### src/rtl/mem_arb_pkg.sv
// Shared constants for the I/D memory arbiter: FSM state codes, requester
// IDs and the legal range of the memory read latency.
package mem_arb_pkg;

    // FSM state codes
    localparam logic [0:0] ST_IDLE = 1'b0;
    localparam logic [0:0] ST_WAIT = 1'b1;

    // Requester IDs; also the bit index of each side in the grant vector
    localparam logic REQ_I = 1'b0;
    localparam logic REQ_D = 1'b1;

    // Read latency range supported by the 2-bit latency counter
    localparam int RD_LAT_MIN = 1;
    localparam int RD_LAT_MAX = 4;
    localparam int LAT_CNT_W  = 2;

    function automatic bit rd_lat_legal(input int lat);
        return (lat >= RD_LAT_MIN) && (lat <= RD_LAT_MAX);
    endfunction

endpackage

### src/rtl/mem_arbiter_rr_arb2.sv
// Two-way round-robin picker. A lone requester always wins; on a tie the
// side that did not win last time is chosen. Output is one-hot or zero.
module rr_arb2
    import mem_arb_pkg::*;
(
    input  logic [1:0] req_i,
    input  logic       last_i,
    output logic [1:0] gnt_o
);

    // Pick the winner: pass a single request through, alternate on ties
    always_comb begin
        gnt_o = req_i;
        if (req_i == 2'b11) begin
            gnt_o = (last_i == REQ_I) ? 2'b10 : 2'b01;
        end
    end

endmodule

### src/rtl/mem_arbiter.sv
// Shares a single-port memory between the instruction fetch port (I) and
// the load/store port (D). One access at a time: stores complete at grant,
// loads park the arbiter in WAIT until the fixed read latency has elapsed,
// then the owner gets a one-cycle rvalid pulse with the memory data.
module mem_arbiter
    import mem_arb_pkg::*;
#(
    parameter int AW     = 7,
    parameter int DW     = 32,
    parameter int RD_LAT = 1
) (
    input  logic            clk,
    input  logic            rst,
    input  logic            i_req,
    input  logic [AW-1:0]   i_addr,
    output logic            i_gnt,
    output logic            i_rvalid,
    output logic [DW-1:0]   i_rdata,
    input  logic            d_req,
    input  logic            d_we,
    input  logic [AW-1:0]   d_addr,
    input  logic [DW-1:0]   d_wdata,
    input  logic [DW/8-1:0] d_be,
    output logic            d_gnt,
    output logic            d_rvalid,
    output logic [DW-1:0]   d_rdata,
    output logic            m_en,
    output logic            m_we,
    output logic [AW-1:0]   m_addr,
    output logic [DW-1:0]   m_wdata,
    output logic [DW/8-1:0] m_be,
    input  logic [DW-1:0]   m_rdata
);

    if (!rd_lat_legal(RD_LAT)) begin : g_bad_rd_lat
        $error("mem_arbiter: RD_LAT must be in 1..4");
    end

    // Counter reload value: the counter reaches zero in the rvalid cycle
    localparam logic [LAT_CNT_W-1:0] LAT_INIT = LAT_CNT_W'(RD_LAT - 1);

    logic [0:0]           state_q, state_d;
    logic                 last_q, last_d;
    logic                 owner_q, owner_d;
    logic [LAT_CNT_W-1:0] lat_q, lat_d;
    logic [1:0]           arb_gnt;
    logic                 can_gnt;
    logic                 rd_done;

    rr_arb2 u_rr_arb2 (
        .req_i  ({d_req, i_req}),
        .last_i (last_q),
        .gnt_o  (arb_gnt)
    );

    // Grants, memory strobe/muxes and read-return pulses; all held low in reset
    always_comb begin
        can_gnt  = !rst && (state_q == ST_IDLE);
        i_gnt    = can_gnt && arb_gnt[REQ_I];
        d_gnt    = can_gnt && arb_gnt[REQ_D];
        m_en     = i_gnt || d_gnt;
        m_we     = d_gnt && d_we;
        m_addr   = d_gnt ? d_addr : i_addr;
        m_wdata  = d_wdata;
        m_be     = d_gnt ? d_be : '1;
        rd_done  = !rst && (state_q == ST_WAIT) && (lat_q == '0);
        i_rvalid = rd_done && (owner_q == REQ_I);
        d_rvalid = rd_done && (owner_q == REQ_D);
    end

    // Read data is routed straight through; qualified by the rvalid pulses
    assign i_rdata = m_rdata;
    assign d_rdata = m_rdata;

    // Next-state: record the winner, start a read wait, or count down the latency
    always_comb begin
        state_d = state_q;
        last_d  = last_q;
        owner_d = owner_q;
        lat_d   = lat_q;
        if (state_q == ST_IDLE) begin
            if (m_en) begin
                last_d = d_gnt ? REQ_D : REQ_I;
                if (!m_we) begin
                    owner_d = d_gnt ? REQ_D : REQ_I;
                    lat_d   = LAT_INIT;
                    state_d = ST_WAIT;
                end
            end
        end else begin
            if (lat_q == '0) begin
                state_d = ST_IDLE;
            end else begin
                lat_d = lat_q - 1'b1;
            end
        end
    end

    // State registers; reset drops any read in flight and lets I win the first tie
    always_ff @(posedge clk) begin
        if (rst) begin
            state_q <= ST_IDLE;
            last_q  <= REQ_D;
            owner_q <= REQ_I;
            lat_q   <= '0;
        end else begin
            state_q <= state_d;
            last_q  <= last_d;
            owner_q <= owner_d;
            lat_q   <= lat_d;
        end
    end

endmodule

### config.mk
export PLATFORM = sky130hd
export DESIGN_NAME = mem_arbiter
export DESIGN_NICKNAME = d
export VERILOG_FILES = /design/src/rtl/mem_arb_pkg.sv /design/src/rtl/mem_arbiter_rr_arb2.sv /design/src/rtl/mem_arbiter.sv
export SDC_FILE = /design/constraint.sdc
export NUM_CORES = 1
export LEC_CHECK = 0
export ABC_AREA = 0
export CAP_MARGIN = 20
export CORE_ASPECT_RATIO = 1.5
export CORE_MARGIN = 5
export CORE_UTILIZATION = 23
export CTS_CLUSTER_SIZE = 8
export DETAILED_ROUTE_END_ITERATION = 12
export PLACE_DENSITY = 0.89
export SETUP_SLACK_MARGIN = 0.3
export SLEW_MARGIN = 20
export SYNTH_ARGS = -nofsm -noshare
export SYNTH_HDL_FRONTEND = slang
export SYNTH_SLANG_ARGS = --single-unit
### constraint.sdc
create_clock -name clk -period 4 [get_ports clk]
set_clock_uncertainty 0.15 [all_clocks]
set_input_delay 0.6 -clock clk [delete_from_list [all_inputs] [get_ports clk]]
set_output_delay 0.6 -clock clk [all_outputs]
set_load 0.1 [all_outputs]
# [Word level (Yosys, flattened, before mapping)]
# Cells that the tools add are included.
[op_classes] addsub=1 n_eq_ne=3 n_mux=13 n_bitwise=3 reduce_logical=15
[op_table] operator="2-bit two-way mux" count=6
[op_table] operator="1-bit logical AND" count=8
[op_table] operator="7-bit two-way mux" count=1
[op_table] operator="3-bit AND reduction" count=2
[op_table] operator="1-bit two-way mux" count=5
[op_table] operator="4-bit two-way mux" count=1
[op_table] operator="1-bit NOT" count=3
[op_table] operator="2-bit == test, second input constant" count=1
[op_table] operator="2-bit zero test" count=1
[op_table] operator="2-bit by 1-bit != test with 1-bit output, second input constant" count=1
[op_table] operator="2-bit != test, second input constant" count=1
[op_table] operator="2-bit AND reduction" count=1
[op_table] operator="2-bit nonzero test" count=1
[op_table] operator="2-bit by 1-bit subtractor with 2-bit output, second input constant" count=1
[op_table] operator="1-bit zero test" count=1
[op_table] operator="1-bit logical OR" count=1
[word_totals] regBits=5 input_bits=87 output_inout_bits=113

# [Longest topological paths before layout]
[depth] word_depth=7 ltp_mapped=5 depth_no_buf=5

# [By module]
# From an unflattened synthesis, not the netlist that was laid out.
[hier_totals] cells_unflattened=146 hier_area_um2=1151.1
[by_module_without_submodules] module="mem_arbiter" n_inst=1 cells_each=143 area_per_inst_um2=1132.3
[by_module_without_submodules] module="rr_arb2" n_inst=1 cells_each=3 area_per_inst_um2=18.8

# [Worst setup path after synthesis]
# No wires, ideal clock.
[synth_timing] kind="register to output" startpoint="register lat_q[0]" endpoint="output port i_rvalid" arrival_ns=2.696 required_time_ns=3.250 path_slack_ns=0.554 path_stages_with_launch=5 cell_sequence="dfxtp_1 inv_1 ha_1 nand2_1 nor3_1"
[synth_via] elab_chain_cells=3
[synth_rtl] item="start: declaration" line="mem_arbiter.sv:45" rtl="logic [LAT_CNT_W-1:0] lat_q, lat_d;"
[synth_rtl] item="start signal: assignment" line="mem_arbiter.sv:110" rtl="lat_q <= lat_d;"
[synth_rtl] item="2-bit zero test" line="mem_arbiter.sv:66" rtl="rd_done = !rst && (state_q == ST_WAIT) && (lat_q == '0);"
[synth_rtl] item="1-bit logical AND" line="mem_arbiter.sv:66"
[synth_rtl] item="1-bit logical AND" line="mem_arbiter.sv:67" rtl="i_rvalid = rd_done && (owner_q == REQ_I);"
[synth_rtl] item="end: declaration" line="mem_arbiter.sv:17" rtl="output logic i_rvalid,"
# No other way between the ends.

# [Worst setup path after layout]
[layout_timing] startpoint="input port rst" endpoint="output port m_addr[3]"
[layout_via] elab_chain_cells=4
[layout_rtl] item="start: declaration" line="mem_arbiter.sv:13" rtl="input logic rst,"
[layout_rtl] item="1-bit zero test" line="mem_arbiter.sv:58" rtl="can_gnt = !rst && (state_q == ST_IDLE);"
[layout_rtl] item="1-bit logical AND" line="mem_arbiter.sv:58"
[layout_rtl] item="1-bit logical AND" line="mem_arbiter.sv:60" rtl="d_gnt = can_gnt && arb_gnt[REQ_D];"
[layout_rtl] item="7-bit two-way mux" line="mem_arbiter.sv:63" rtl="m_addr = d_gnt ? d_addr : i_addr;"
[layout_rtl] item="end: declaration" line="mem_arbiter.sv:29" rtl="output logic [AW-1:0] m_addr,"
# No other way between the ends.

==> impl_results.md <==
* CTS Buf Count at 3
* Actual slew at the worst max-slew pin at 0.311 ns
* Most used flip-flop cell after synthesis: dfxtp_1
* WL met1 at 534 um
* WL/cell at 22.6 um
* CP Max Fanout at 14
* FILL cells at 569
* Yosys warning total at 0
* Floorplan row count at 32
* Layout cells sized above 1 at 38.5%
* Leakage at 0.377 nW
* Switch Pwr at 0.131 mW
* Fmax at 349 MHz
* Crit-path cells: clkdlybuf4s50_1 > nor2_4 > nand3_4 > mux2_4 > buf_4
* Reg2reg start: lat_q[0]
* Starting Density at 23.3%
* GP Congestion at 0.771
* Post-Syn Instances at 146
* R2r setup slk at 2.63 ns
* Vias in the first global route at 674
* Crit path DAT at 2.11 ns
* Fin nets at 180
* R2r worst-path depth at 5
* Final hold violations at 0
* Hold path start: lat_q[0]
* Post-layout util at 18.1%
* Largest net degree at the start of global routing at 15
* Final setup vio count at 0
* Initial antenna violation count at 0
* Routed wire length at 3.60 mm
* Number of flops mapped to enable cells by yosys at 0
* Met2 routed WL at 1.71 mm
* CTS sink cnt at 5
* Final TNS setup at 0 ns
* Post-route ant nets at 0
* Reg clk slew, reported paths at 0.04 ns
* CP max-delay cell: clkdlybuf4s50_1
* Worst Hold Path EP: lat_q[0]
* DRT iter0 DRCs at 27
* ANT cells at 0
* Library cells used by synthesis at 25
* Post-synthesis sequential area ratio at 8.50%
* Switch share at 43.8%
* Internal power at 0.168 mW
* Resized cells post-CTS at 0
* First-pass GRT wire length at 4.44 mm
* I/O pin count at 200
* Clock Path Buffers at 2
* Htree depth at 1
* Synth top area share at 61.2%
* HP Class: flip-flop to flip-flop
* Flop pwr share at 18.8%
* Comb pwr share at 49.7%
* Peak supply drop at 0.0000806 V
* Total power divided by cell area at 328 nW/um^2
* WP data required at 3.25 ns
* CTS Root Cell: clkbuf_8
* Hold buffers post-CTS at 0
* Final min period at 2.86 ns
* Drt first pass iters at 3
* Post-CTS Setup Inserts at 0
* Top layer in use: met4
* Final Cycle Share at 71.6%
* Core box area at 5040 sq um
* GRT Util Overall at 9.73%
* Drc violations at 0
* Vias/cell at 4.03
* Buffers on Ports at 39
* Clock Power Share at 31.5%
* PnR worst setup slack at 1.14 ns
* Syn-to-layout area delta at -22.5%
* Syn nets at 234
* Avg Inst Size Synth at 8.06 sq um
* Post-synth ARST share at 0%
* Cell Area, Synth at 1180 sq um
* Hold path cells at 1
* Full die area at 6680 sq um
* RSZ-0062 raised after global routing: no
* Crit path max-delay family: buffers and inverters
* Max incr delay on CP at 0.55 ns
* Clk_lat worst skew at 0.22 ns
* Post-Place Cells at 155
* Post-detail-place hpwl at 3.25 mm
* Synth area leaders: buf_4, dfxtp_1, mux2_2
* CP bufs+invs at 2
* Footprint of the multi-input gates at 308 sq um
* Synth area leader: buf_4
* Die X at 68.4 um
* Flops & latches, synth at 5
* Vias at 640
* Setup CP Type: input port to primary output
* R2r endpoint: lat_q[1]
* Die height at 97.6 um
* Routed length on met3 at 940 um
* Power Total at 0.299 mW
* Crit path launch type: input port
* Reg area at 100 sq um
* Slew Limit Fails at 0
* Number of max-cap violations at 0
* Global route overflow at 0
* Pre-CTS setup slack at 1.11 ns
* Crit path from: rst
* Synth top cells by count: buf_4, inv_1, dfxtp_1
* Cell Count, Final, Fillers Out at 159
* Worst relative slew slack at 79.3%
* Top-count cell post-synth: buf_4
* Run status: completed
* Crit path capture type: primary output
* CTS tree: built
-- registers in the layout, summed over array words and instances (netlist names) --
name / cells
state_q: 1
owner_q: 1
last_q: 1
lat_q: 2
-- how the worst max path moves through the flow --
stage,to,depth (start not counted)
final,m_addr[3],5
after global routing,m_be[0],5
after CTS,m_be[0],5
after detailed placement,m_addr[3],5
after global placement,m_addr[0],5
after floorplan,i_rvalid,4
-- cell type report --
type                            instances  share of cell area [%]
Multi-Input combinational cell         36                    33.7
Inverter                                7                    2.88
Timing Repair Buffer                   39                    38.1
Tap cell                               68                    9.33
Sequential cell                         5                    11.0
Clock buffer                            4                    4.94
-- power groups by stage --
| stage | Clock (mW) | Sequential [mW] | Combinational [mW] |
|---|---|---|---|
| 5_1_grt | 0.102 | 0.0568 | 0.154 |
| 3_5_place_dp | 0 | 0.0572 | 0.150 |
| 4_1_cts | 0.0971 | 0.0564 | 0.150 |
| 2_1_floorplan | 0 | 0.0544 | 0.563 |
| 3_3_place_gp | 0 | 0.0567 | 0.149 |
| 6_report | 0.0944 | 0.0564 | 0.149 |
-- kinds of logic after synthesis --
kind of cell    Yosys count  share of synthesized area [%]
fa+ha+maj                 1                           1.06
flops                     5                           8.50
mux                       7                           7.65
compound gates           10                           7.65
buf+inv                 105                           65.4
simple gates             18                           9.78
-- cells in the final DEF (no fill, tap or decap) --
master,synthesis,final
nand3_4,1,1
ha_1,1,1
o21a_1,2,2
mux2_2,4,4
clkbuf_8,0,3
nand2_1,3,3
o221ai_1,1,1
buf_4,96,17
clkdlybuf4s50_1,0,22
mux2_4,3,3
dfxtp_1,5,5
nor2_1,3,3
nor3_1,1,1
nor2_4,1,1
and3_1,2,2
inv_1,7,7
or2_2,4,4
a211o_1,1,1
a21oi_1,1,1
nor2b_1,2,2
a311oi_2,1,1
a22o_1,1,1
clkbuf_1,0,1
o32ai_1,1,1
a2bb2oi_1,1,1
a2111o_1,1,1
nand2b_2,1,1
-- per-layer routing --
layer	vias up	track usage (%)
met5	-	0
met4	0	11.6
met3	50	9.26
met2	84	16.7
li1	256	-
met1	250	3.28
-- through the flow --
stage                     instance area (sq um)  hold WS, ns
after global routing                        912        0.360
final                                       912        0.349
after floorplan                            1180        0.291
after detailed placement                    867        0.330
after global placement                      867        0.305
after CTS                                   912        0.339
Note: power is estimated with default switching activity, not from simulation.
